### config.mk
export PLATFORM = sky130hd
export DESIGN_NAME = conv_frame_sequencer
export DESIGN_NICKNAME = d
export VERILOG_FILES = /design/src/rtl/conv_frame_sequencer.sv
export SDC_FILE = /design/constraint.sdc
export NUM_CORES = 1
export LEC_CHECK = 0
export ABC_AREA = 1
export CAP_MARGIN = 10
export CORE_AREA = 5 5 78 151
export DETAILED_ROUTE_END_ITERATION = 8
export DIE_AREA = 0 0 83 156
export HOLD_SLACK_MARGIN = 0.12
export SYNTH_ARGS = -nofsm -noshare
export SYNTH_HDL_FRONTEND = slang
export SYNTH_SLANG_ARGS = --single-unit
### constraint.sdc
create_clock -name axi_clk -period 7.4 [get_ports axi_clk]
set_input_delay 1.48 -clock axi_clk [delete_from_list [all_inputs] [get_ports axi_clk]]
set_output_delay 1.48 -clock axi_clk [all_outputs]
set_load 0.03 [all_outputs]
### src/rtl/conv_frame_sequencer.sv
// Frame sequencer for the 3x3 convolution pipeline: admits one frame per start,
// throttles input on FIFO fullness and line-buffer reuse, and counts output beats.
module conv_frame_sequencer #(
  parameter int IMG_WIDTH  = 512,
  parameter int IMG_HEIGHT = 512,
  parameter int LB_LINES   = 4,
  parameter int CW         = $clog2(IMG_WIDTH),
  parameter int RW         = $clog2(IMG_HEIGHT)
) (
  input  logic          axi_clk,
  input  logic          axi_reset_n,
  input  logic          start,
  input  logic          s_valid,
  input  logic [7:0]    s_data,
  output logic          s_ready,
  input  logic          fifo_prog_full,
  output logic          lb_wr_en,
  output logic [7:0]    lb_data,
  input  logic          out_beat,
  output logic          busy,
  output logic          line_irq,
  output logic          frame_done,
  output logic [RW-1:0] in_row,
  output logic [RW-1:0] out_row,
  output logic          seq_err
);

  // Two spare bits so row arithmetic (row + 3, row + LB_LINES-1) cannot wrap.
  localparam int XW = RW + 2;

  localparam logic [CW-1:0] COL_LAST     = CW'(IMG_WIDTH - 1);
  localparam logic [RW-1:0] ROW_LAST     = RW'(IMG_HEIGHT - 1);
  localparam logic [RW-1:0] OUT_LAST_ROW = RW'(IMG_HEIGHT - 3);
  localparam logic [RW-1:0] OUT_DONE_ROW = RW'(IMG_HEIGHT - 2);

  typedef enum logic [1:0] {
    IDLE,
    ACCEPT,
    DRAIN,
    DONE
  } state_t;

  state_t        state;
  state_t        state_next;
  logic [CW-1:0] in_col;
  logic [CW-1:0] out_col;

  logic          start_ok;
  logic          accept;
  logic          last_col_in;
  logic          last_pixel;
  logic          counting;
  logic          out_wrap;
  logic          out_done;
  logic          out_done_next;
  logic          row_err;
  logic          beat_ok;
  logic          beat_err;
  logic [XW-1:0] rows_avail;

  assign start_ok    = (state == IDLE) && start;
  assign last_col_in = (in_col == COL_LAST);
  assign last_pixel  = last_col_in && (in_row == ROW_LAST);

  assign s_ready = (state == ACCEPT) && !fifo_prog_full &&
                   (XW'(in_row) <= XW'(out_row) + XW'(LB_LINES - 1));
  assign accept  = s_valid && s_ready;

  assign counting = (state == ACCEPT) || (state == DRAIN);
  assign out_wrap = (out_col == COL_LAST);
  assign out_done = (out_row == OUT_DONE_ROW);

  // A row completed by an accept in this same cycle already counts as received.
  assign rows_avail = (state == DRAIN) ? XW'(IMG_HEIGHT)
                                       : XW'(in_row) + XW'(accept && last_col_in);
  assign row_err    = out_wrap && (XW'(out_row) + XW'(3) > rows_avail);

  assign beat_ok       = out_beat && counting && !out_done && !row_err;
  assign beat_err      = out_beat && !beat_ok;
  assign out_done_next = out_done || (beat_ok && out_wrap && (out_row == OUT_LAST_ROW));

  assign busy       = (state != IDLE);
  assign frame_done = (state == DONE);

  always_ff @(posedge axi_clk or negedge axi_reset_n) begin
    if (!axi_reset_n) begin
      state <= IDLE;
    end else begin
      state <= state_next;
    end
  end

  always_comb begin
    state_next = state;
    case (state)
      IDLE:    if (start) state_next = ACCEPT;
      ACCEPT:  if (accept && last_pixel) state_next = out_done_next ? DONE : DRAIN;
      DRAIN:   if (out_done_next) state_next = DONE;
      DONE:    state_next = IDLE;
      default: state_next = IDLE;
    endcase
  end

  // The final pixel leaves in_row at the last row so it holds a meaningful value.
  always_ff @(posedge axi_clk or negedge axi_reset_n) begin
    if (!axi_reset_n) begin
      in_col  <= '0;
      in_row  <= '0;
      out_col <= '0;
      out_row <= '0;
      seq_err <= 1'b0;
    end else if (start_ok) begin
      in_col  <= '0;
      in_row  <= '0;
      out_col <= '0;
      out_row <= '0;
      seq_err <= 1'b0;
    end else begin
      if (accept) begin
        if (last_col_in) begin
          in_col <= '0;
          if (!last_pixel) in_row <= in_row + RW'(1);
        end else begin
          in_col <= in_col + CW'(1);
        end
      end
      if (beat_ok) begin
        if (out_wrap) begin
          out_col <= '0;
          out_row <= out_row + RW'(1);
        end else begin
          out_col <= out_col + CW'(1);
        end
      end
      if (beat_err) seq_err <= 1'b1;
    end
  end

  always_ff @(posedge axi_clk or negedge axi_reset_n) begin
    if (!axi_reset_n) begin
      lb_wr_en <= 1'b0;
      lb_data  <= 8'd0;
      line_irq <= 1'b0;
    end else begin
      lb_wr_en <= accept;
      line_irq <= beat_ok && out_wrap;
      if (accept) lb_data <= s_data;
    end
  end

endmodule
==> summary.md <==
| Metric | Value |
|---|---|
| CTS Buf Count | `5` |
| Initial Util | `0.339` |
| Dpl hpwl | `7380 µm` |
| Leakage | `2.01 nW` |
| Post-Layout Inst Area | `0.00428 mm²` |
| EDFF count, synth | `0` |
| Setup crit start | `out_row[0]` |
| Setup TNS | `0 ns` |
| First drt pass iteration count | `4` |
| Critical-path maximum fanout | `14` |
| Synthesis Warnings | `0` |
| Worst-path clk slew | `0.06 ns` |
| Final Setup Violations | `0` |
| Cell area after synthesis | `0.00356 mm²` |
| Wire per inst | `13.9 µm` |
| Most used cell, CP | `nor2_1` |
| Final ANT Viol Nets | `0` |
| Crit path arrival time | `5.67 ns` |
| Unrepaired setup endpoints after global routing | `no` |
| Remaining global-route overflow | `0` |
| Antenna cell count | `0` |
| Worst Hold Class | `reg2reg` |
| Synth unique cells | `36` |
| CTS tree | `built` |
| Initial antenna violation count | `0` |
| Vias in the first global route | `3364` |
| Hold Startpoint | `lb_data[0]` |
| Fin nets | `569` |
| Cell Area, Placed | `0.00412 mm²` |
| Post-synth top cells | `nand2_1, inv_1, dfrtp_1` |
| Clock buffer depth | `2` |
| Post-CTS Resized | `0` |
| DR vias | `3245` |
| Cell taking the most area after synthesis | `dfrtp_1` |
| Synth-to-Final Area Change | `20.3%` |
| Worst-Skew Late Latency | `0.29 ns` |
| Sequential area share after synthesis | `0.345` |
| Crit. End Element | `flop` |
| Top-count cell post-synth | `nand2_1` |
| Total Routing Usage GR | `0.147` |
| Core ar. | `0.0105 mm²` |
| Status | `finished clean` |
| Setup Skew | `0.00640 ns` |
| Global-route wire length before repair | `15300 µm` |
| Fin. max-slew vios | `0` |
| Synthesized area per cell | `7.45 µm²` |
| Die area | `0.0129 mm²` |
| Final period util | `0.744` |
| DRC Markers | `0` |
| Hold_buf cts | `0` |
| Maximum Capacitance Violations | `0` |
| Fmax | `182 MHz` |
| Die Y | `156 µm` |
| # H-tree levels | `2` |
| Via density | `4.92` |
| Worst path required time | `7.57 ns` |
| Slowest stage delay, CP | `0.47 ns` |
| Final Power | `1.12 mW` |
| Largest net degree at the start of global routing | `50` |
| Slowest stage cell, crit path | `dfrtp_1` |
| Syn nets | `525` |
| Clock period minus worst slack | `5.50 ns` |
| Reg2reg start | `out_row[0]` |
| Peak VDD IR | `170 µV` |
| Final hold violations | `0` |
| Sink Count | `49` |
| Postcts setup bufs | `0` |
| Port Buf Inserts | `45` |
| Critical path startpoint category | `flop` |
| DRT Wirelength | `9160 µm` |
| Synth area leaders | `dfrtp_1, nand2_1, ha_1, inv_1, nand3_1` |
| Post-Syn Instances | `477` |
| CTS root buffer | `clkbuf_16` |
| #FFs+latches synth | `49` |
| Pwr dens | `261 mW/mm²` |
| DR iter-0 viols | `206` |
| Row cnt | `53` |
| Share of cells above drive strength 1 | `0.0632` |
| Crit Path Class | `reg2reg` |
| Slew at the pin closest to its max-slew limit | `0.623 ns` |
| Ys flop type | `dfrtp_1` |
| Relative slew slack | `0.585` |
| GP Congestion | `0.900` |
| Async S/R FF share, synth | `1.00` |
| Die W | `83 µm` |
| Yosys top cell area share | `0.345` |
| # IOs | `46` |
==> layout make-up <==
class                           instances  area, µm²
Inverter                               68        260
Timing Repair Buffer                   47        460
Clock inverter                          1       5.00
Clock buffer                            7        153
Sequential cell                        49       1230
Tap cell                              137        171
Fill cell                            1143       6200
Multi-Input combinational cell        350       2000
==> layout by cell type, fill, tap and decap left out, types with 3 or more instances in the layout <==
cell / count
xor2_1: 14
dfrtp_1: 49
o21ai_1: 6
nor3_1: 14
nand4_1: 11
clkbuf_16: 5
o31ai_1: 3
nand2_1: 119
clkdlybuf4s50_1: 44
o22ai_1: 4
nand2_4: 4
xnor2_1: 5
o21ai_0: 21
nor2_1: 41
inv_1: 64
nand2_2: 9
a211oi_1: 3
nand3_1: 34
ha_1: 34
a21oi_1: 14
==> cell families (layout without fill, tap and decap cells) <==
| group | after synthesis | in the layout | synth area share |
|---|---|---|---|
| simple gates | 241 | 241 | 0.308 |
| xor+xnor | 19 | 19 | 0.0468 |
| compound gates | 56 | 56 | 0.0887 |
| fa+ha+maj | 34 | 34 | 0.120 |
| buf+inv | 78 | 123 | 0.0918 |
| flops | 49 | 49 | 0.345 |
==> per-layer routing <==
| metal | GRT usage | wire length, µm | vias to the layer above |
|---|---|---|---|
| li1 | - | - | 1621 |
| met4 | 0.0655 | 233 | 0 |
| met3 | 0.0259 | 354 | 17 |
| met2 | 0.311 | 5450 | 69 |
| met1 | 0.128 | 3120 | 1538 |
| met5 | 0 | 0 | - |
==> per-stage QoR <==
step	setup slack, ns	hold WS (ns)	utilization	cells
2_1_floorplan	2.71	0.484	-	477
3_3_place_gp	2.15	0.473	0.393	651
3_5_place_dp	2.01	0.468	0.393	651
4_1_cts	1.98	0.489	0.408	659
5_1_grt	1.40	0.523	0.408	659
6_report	1.90	0.487	0.408	659
==> state kept, by name (all words and copies together) (netlist names) <==
register	cells
out_row	9
in_col	9
line_irq	1
state	2
seq_err	1
lb_data	8
out_col	9
in_row	9
lb_wr_en	1
==> path summary, 6_finish.rpt <==
check	to	slack (ns)	cells after the start
max	out_row[1]	1.90	35
min	lb_data[0]	0.49	2
max reg2reg	out_row[1]	1.90	35
min reg2reg	lb_data[0]	0.49	2
max in group asynchronous	in_col[4]	5.69	2
min in group asynchronous	out_col[5]	1.28	2
==> power breakdown <==
part           switching, mW  internal [mW]
Combinational          0.320          0.177
Sequential            0.0503          0.329
Clock                 0.0971          0.143
==> critical path: cells and delay by family, from the launching register on <==
kind	cells	cell delay [ns]
AND/OR/NAND/NOR	19	2.07
AO/OA/AOI/OAI	6	0.97
buffers and inverters	5	0.54
flip-flops	1	0.47
XOR/XNOR	1	0.21
adder cells (fa/ha/maj)	4	1.10
(Power assumes the default switching activity.)
==> RTL edit 1, RTL diff (config.mk and constraints unchanged) <==
The parameter `IMG_WIDTH` goes from 512 to 1024.
--- a/src/rtl/conv_frame_sequencer.sv
+++ b/src/rtl/conv_frame_sequencer.sv
@@ -2,5 +2,5 @@
 // throttles input on FIFO fullness and line-buffer reuse, and counts output beats.
 module conv_frame_sequencer #(
-  parameter int IMG_WIDTH  = 512,
+  parameter int IMG_WIDTH  = 1024,
   parameter int IMG_HEIGHT = 512,
   parameter int LB_LINES   = 4,
Check against the original RTL: same outputs for any inputs over 10 cycles, from zero or initial values and one cycle with axi_reset_n low; that may be too few to reach the edited logic, so the function may still have changed.
==> RTL edit 1 against the original RTL <==
Setup slack better by 0.12 ns. Cell area up 2.7%. Area after synthesis up 2.4%. Worst hold slack better by 0.0057 ns. Synthesized cell count up 2.5%. Sequential cell count up 2. Clock skew up 0.0026 ns. Sequential power up 10%. Routed wire length up 7.1%. Power up 25%. Largest power group unchanged.
==> RTL edit 1: results (changes against the original RTL) <==
Parameter                              Value

Final layout
  Fraction of final layout cells sized beyond drive strength 1 ... 6.704% (+0.38 points)
  Net count, final ... 582 (+2.3%)
  Number of fillers in the final layout ... 1,139 (-0.35%)

Worst setup path
  R2r worst-path depth ... 37 (+5.7%)
  Crit-path max cell delay ... 0.44 ns (-0.03 ns)
  Arrival @ worst endpoint ... 5.56 ns (-0.11 ns)
  Startpoint type of the worst setup path ... flop
  Worst Setup EP ... out_row[0]
  R2r startpoint ... out_row[0]
  Peak fanout along the critical path ... 17 (+3)
  Worst path slowest cell ... sky130_fd_sc_hd__dfrtp_1
  Register-to-register setup slack ... 2.02 ns (+0.12 ns)

Clocking
  Master cell of the clock root buffer ... sky130_fd_sc_hd__clkbuf_16
  Clock transition time at the flip-flop clock pins of the worst setup and hold paths ... 0.08 ns (+0.02 ns)

GRT
  Total global-route track usage ... 15.55% (+0.86 points)
  Overflow after GRT ... 0 (unchanged)
  Largest net degree at the start of global routing ... 52 (+4.0%)
  Wire length of the first global-routing pass ... 16,380 µm (+6.9%)
  Vias in the first global route ... 3,491 (+3.8%)

Pwr
  Sequential group power ... 0.000417 W (+10%)
  Total leakage power ... 2.058 nW (+2.4%)
  Power share of the clock group ... 17.7% (-3.8 points)
  Power dissipated by switching net loads ... 0.0006580 W (+41%)
  Worst supply voltage drop on vdd ... 0.0001634 V (-4.0%)

Yosys
  Post-synthesis cell type count ... 37 (+2.8%)
  Share of synthesized flip-flops with an asynchronous set or reset ... 100.0% (unchanged)
  Top cell types by occurrence after synthesis ... 122 x sky130_fd_sc_hd__nand2_1, 63 x sky130_fd_sc_hd__inv_1, 51 x sky130_fd_sc_hd__dfrtp_1, 44 x sky130_fd_sc_hd__nor2_1, 35 x sky130_fd_sc_hd__nand3_1
  Count of synthesis-stage warnings from yosys ... 0 (unchanged)
  Adder-cell share of the synthesized area ... 10.99% (-0.97 points)
  Compound-Gate Fraction of Synth Area ... 9.275% (+0.41 points)
  Post-synth net total ... 535 (+1.9%)
  Post-Synth XOR/XNOR Area ... 5.531% (+0.85 points)
  Most area-consuming cells after synthesis ... sky130_fd_sc_hd__dfrtp_1 35%, sky130_fd_sc_hd__nand2_1 13%, sky130_fd_sc_hd__ha_1 11%
  Seq/Total Area, Yosys ... 35.04% (+0.56 points)

Placement
  Placed wire-length estimate ... 7805 µm (+5.7%)
  Global placer's final weighted congestion ... 0.9021 (+0.20%)

Timing
  Number of failing setup endpoints in the final timing report ... 0 (unchanged)
  Transition time at the pin with the least slew margin ... 1.062 ns (+0.4386 ns)
  Clock Skews ... 0.008986 ns (+0.002585 ns)

Drt
  Number of DRC markers in iteration 0 ... 145 (-30%)
  Total wire length after detailed routing ... 9804 µm (+7.1%)
  Vias ... 3,393 (+4.6%)

Run status
  Run status ... completed
## RTL edit 1: area by class of cell
| type | instances | area share [%] |
|---|---|---|
| multi-input combinational | 363 | 47.22 |
| clock inverter | 3 | 0.6551 |
| tap | 137 | 3.902 |
| inverter | 69 | 6.010 |
| timing repair buffer | 46 | 10.31 |
| sequential | 51 | 29.05 |
| clock buffer | 5 | 2.848 |
## RTL edit 1: how the worst min path moves through the flow
stage | slack [ns] | start | depth (start not counted) | to
2_1_floorplan | 0.49 | state[1] | 2 | state[1]
3_3_place_gp | 0.46 | lb_data[1] | 2 | lb_data[1]
3_5_place_dp | 0.47 | lb_data[1] | 2 | lb_data[1]
4_1_cts | 0.49 | lb_data[1] | 2 | lb_data[1]
5_1_grt | 0.52 | lb_data[7] | 2 | lb_data[7]
6_report | 0.49 | lb_data[5] | 2 | lb_data[5]
## RTL edit 1: stage by stage
stage | power (W) | util (%) | std cells | setup WS, ns | cell area [µm²]
2_1_floorplan | 0.0009079 | - | 489 | 2.642 | 3642
3_3_place_gp | 0.001149 | 40.46 | 666 | 2.158 | 4239
3_5_place_dp | 0.001163 | 40.46 | 666 | 2.005 | 4239
4_1_cts | 0.001415 | 41.93 | 674 | 2.024 | 4393
5_1_grt | 0.001516 | 41.93 | 674 | 1.323 | 4393
6_report | 0.001397 | 41.93 | 674 | 2.016 | 4393
## RTL edit 1: critical path, delay by kind of cell (launching register included)
family          cells  cell delay, ns
fa+ha+maj           4            1.07
flops               1            0.44
xor+xnor            1            0.16
compound gates      3            0.39
simple gates       24            2.76
buf+inv             5            0.45
## RTL edit 1: metal layers
layer,routed length [µm],up-vias,track usage (%)
met4,418,0,8.340
li1,-,1684,-
met1,3551,1603,15.38
met5,0,-,0
met3,247,29,2.114
met2,5587,77,30.59
==> RTL edit 2, RTL diff (config.mk and constraints unchanged) <==
Without the edit above. Encoding of `state_t`: now one-hot (4 bits for 4 states).
--- a/src/rtl/conv_frame_sequencer.sv
+++ b/src/rtl/conv_frame_sequencer.sv
@@ -34,9 +34,9 @@
   localparam logic [RW-1:0] OUT_DONE_ROW = RW'(IMG_HEIGHT - 2);
 
-  typedef enum logic [1:0] {
-    IDLE,
-    ACCEPT,
-    DRAIN,
-    DONE
+  typedef enum logic [3:0] {
+    IDLE   = 4'b0001,
+    ACCEPT = 4'b0010,
+    DRAIN  = 4'b0100,
+    DONE   = 4'b1000
   } state_t;
 
Formal check against the unedited RTL: no difference found for any inputs over 10 cycles, from zero or initial values and one cycle with axi_reset_n low; not proved beyond that.
==> RTL edit 2 against the original RTL <==
Cell area up 3.7%. Critical path depth down 1. Routed wire length down 0.23%. Clock power up 3%. Non-clock buffer count down 1. Sequential cell count up 2. Setup slack better by 0.081 ns. Global-route usage down 0.17 points. Power up 21%. Area after synthesis up 5.1%.
==> RTL edit 2: results (changes against the original RTL) <==
Parameter                              Value

Worst setup path
  Largest delay contributor family on the critical path ... simple AND/OR/NAND/NOR gates
  Crit-path max cell delay ... 0.52 ns (+0.05 ns)
  Worst path slowest cell ... sky130_fd_sc_hd__dfrtp_1
  CP Data Required Time ... 7.59 ns (+0.02 ns)
  Peak fanout along the critical path ... 19 (+5)

Final layout
  Total inserted antenna cells ... 0 (unchanged)
  Fraction of final layout cells sized beyond drive strength 1 ... 12.78% (+6.5 points)
  Net count, final ... 582 (+2.3%)

Clocking
  Max Buffers Root-to-Sink ... 2 (unchanged)
  CTS resizes ... 0 (unchanged)
  Number of H-tree levels ... 2 (unchanged)
  Clock latency reported for the late side of the worst-skew pair ... approximately 0.3 ns
  Master cell of the clock root buffer ... sky130_fd_sc_hd__clkbuf_16
  Cts bufs inserted ... 5 (unchanged)
  Clock transition time at the flip-flop clock pins of the worst setup and hold paths ... 0.08 ns (+0.02 ns)
  Buffer count from post-CTS setup fixing ... 0 (unchanged)

Placement
  Placed wire-length estimate ... 7283 µm (-1.3%)
  Standard cell area after detailed placement ... 4283 µm² (+3.9%)
  Buffers added on ports ... 45 (unchanged)
  Global placer's final weighted congestion ... 0.8900 (-1.1%)

Yosys
  Top cell types by occurrence after synthesis ... 141 x sky130_fd_sc_hd__nand2_1, 56 x sky130_fd_sc_hd__inv_1, 50 x sky130_fd_sc_hd__dfrtp_1, 45 x sky130_fd_sc_hd__nor2_1, 29 x sky130_fd_sc_hd__ha_1
  Dominant synthesized flop cell ... sky130_fd_sc_hd__dfrtp_1
  Most area-consuming cells after synthesis ... sky130_fd_sc_hd__dfrtp_1 33%, sky130_fd_sc_hd__nand2_1 14%, sky130_fd_sc_hd__ha_1 9.7%
  Count of synthesis-stage warnings from yosys ... 0 (unchanged)
  Post-synthesis cell type count ... 37 (+2.8%)
  Post-synth net total ... 538 (+2.5%)
  Seq/Total Area, Yosys ... 34.17% (-0.31 points)
  Share of synthesized flip-flops with an asynchronous set or reset ... 100.0% (unchanged)

Drt
  Number of detailed-routing iterations run before antenna repair ... 4 (unchanged)
  Vias ... 3,236 (-0.28%)
  Routed Antenna Nets ... 0 (unchanged)
  Wire length per cell after detailed routing ... 13.49 µm (-2.9%)
  Number of DRC markers in iteration 0 ... 114 (-45%)

GRT
  Number of antenna violations at the first check in global routing ... 0 (unchanged)
  Total global-route track usage ... 14.51% (-0.17 points)
  Largest net degree at the start of global routing ... 52 (+4.0%)
  Wire length of the first global-routing pass ... 15,370 µm (+0.31%)
  Vias in the first global route ... 3,338 (-0.77%)

Min path
  Worst hold path type ... flop to flop

Timing
  Slew Limit Headroom ... 55.37% (-3.1 points)
  Clock Skews ... 0.01418 ns (+0.007776 ns)

Pwr
  Total leakage power ... 2.079 nW (+3.4%)
  Worst supply voltage drop on vdd ... 0.0001488 V (-13%)

Run status
  Run status ... completed
RTL edit 2: worst paths after layout:
kind | startpoint | endpoint | slack (ns) | cells after the start
worst max-delay path | out_row[0] | out_row[2] | 1.98 | 34
min in group asynchronous | axi_reset_n | lb_wr_en | 1.29 | 2
worst min register to register | lb_data[1] | lb_data[1] | 0.48 | 2
max in group asynchronous | axi_reset_n | out_col[4] | 5.65 | 2
worst min-delay path | lb_data[1] | lb_data[1] | 0.48 | 2
worst max register to register | out_row[0] | out_row[2] | 1.98 | 34
RTL edit 2: final cells by class:
cell class / count / area [µm²]
clock buffers: 5 / 125.1
clock inverters: 3 / 27.53
fillers: 1118 / 6042
inverters: 62 / 232.7
multi-input cells: 373 / 2148
flip-flops and latches: 51 / 1277
well taps: 137 / 171.4
repair buffers: 46 / 452.9
RTL edit 2: kinds of logic (layout without fill, tap and decap cells):
kind of cell	count (synthesis)	in the layout	share of synthesized area (%)
AOI/OAI and AO/OA	43	43	7.162
xor gates and xnor gates	23	23	5.388
adders and majority gates	29	29	9.706
buffers and inverters	71	116	8.367
DFF	51	51	34.17
and+or+nand+nor	278	278	35.21
RTL edit 2: power by group:
group	switching [W]	internal (W)
Clock	0.000117	0.000129
Sequential	0.0000799	0.000353
Combinational	0.000425	0.000244
Total	0.000622	0.000726
RTL edit 2: worst min-delay path, stage by stage, from the launching register on:
cell                      delay (ns)
sky130_fd_sc_hd__dfrtp_1        0.35
sky130_fd_sc_hd__nand2_1        0.05
sky130_fd_sc_hd__nand2_1        0.06
RTL edit 2: through the flow:
stage                     setup WS [ns]  std cells  utilization (%)  hold WS [ns]  total power [W]
after floorplan                   2.557        495                -        0.4472        0.0009171
after global placement            2.002        669            40.88        0.4594         0.001101
after detailed placement          1.933        669            40.88        0.4705         0.001117
after CTS                         1.943        677            42.33        0.4914         0.001368
after global routing              1.358        677            42.33        0.5105         0.001452
final                             1.977        677            42.33        0.4826         0.001348
RTL edit 2: layer usage:
layer  vias to the layer above  part of all wire (%)  GRT usage [%]
li1                       1657                     -              -
met1                      1510                    38          14.65
met2                        48                    57          28.60
met3                        21                   2.1          1.956
met4                         0                   3.1          7.015
met5                         -                     0              0
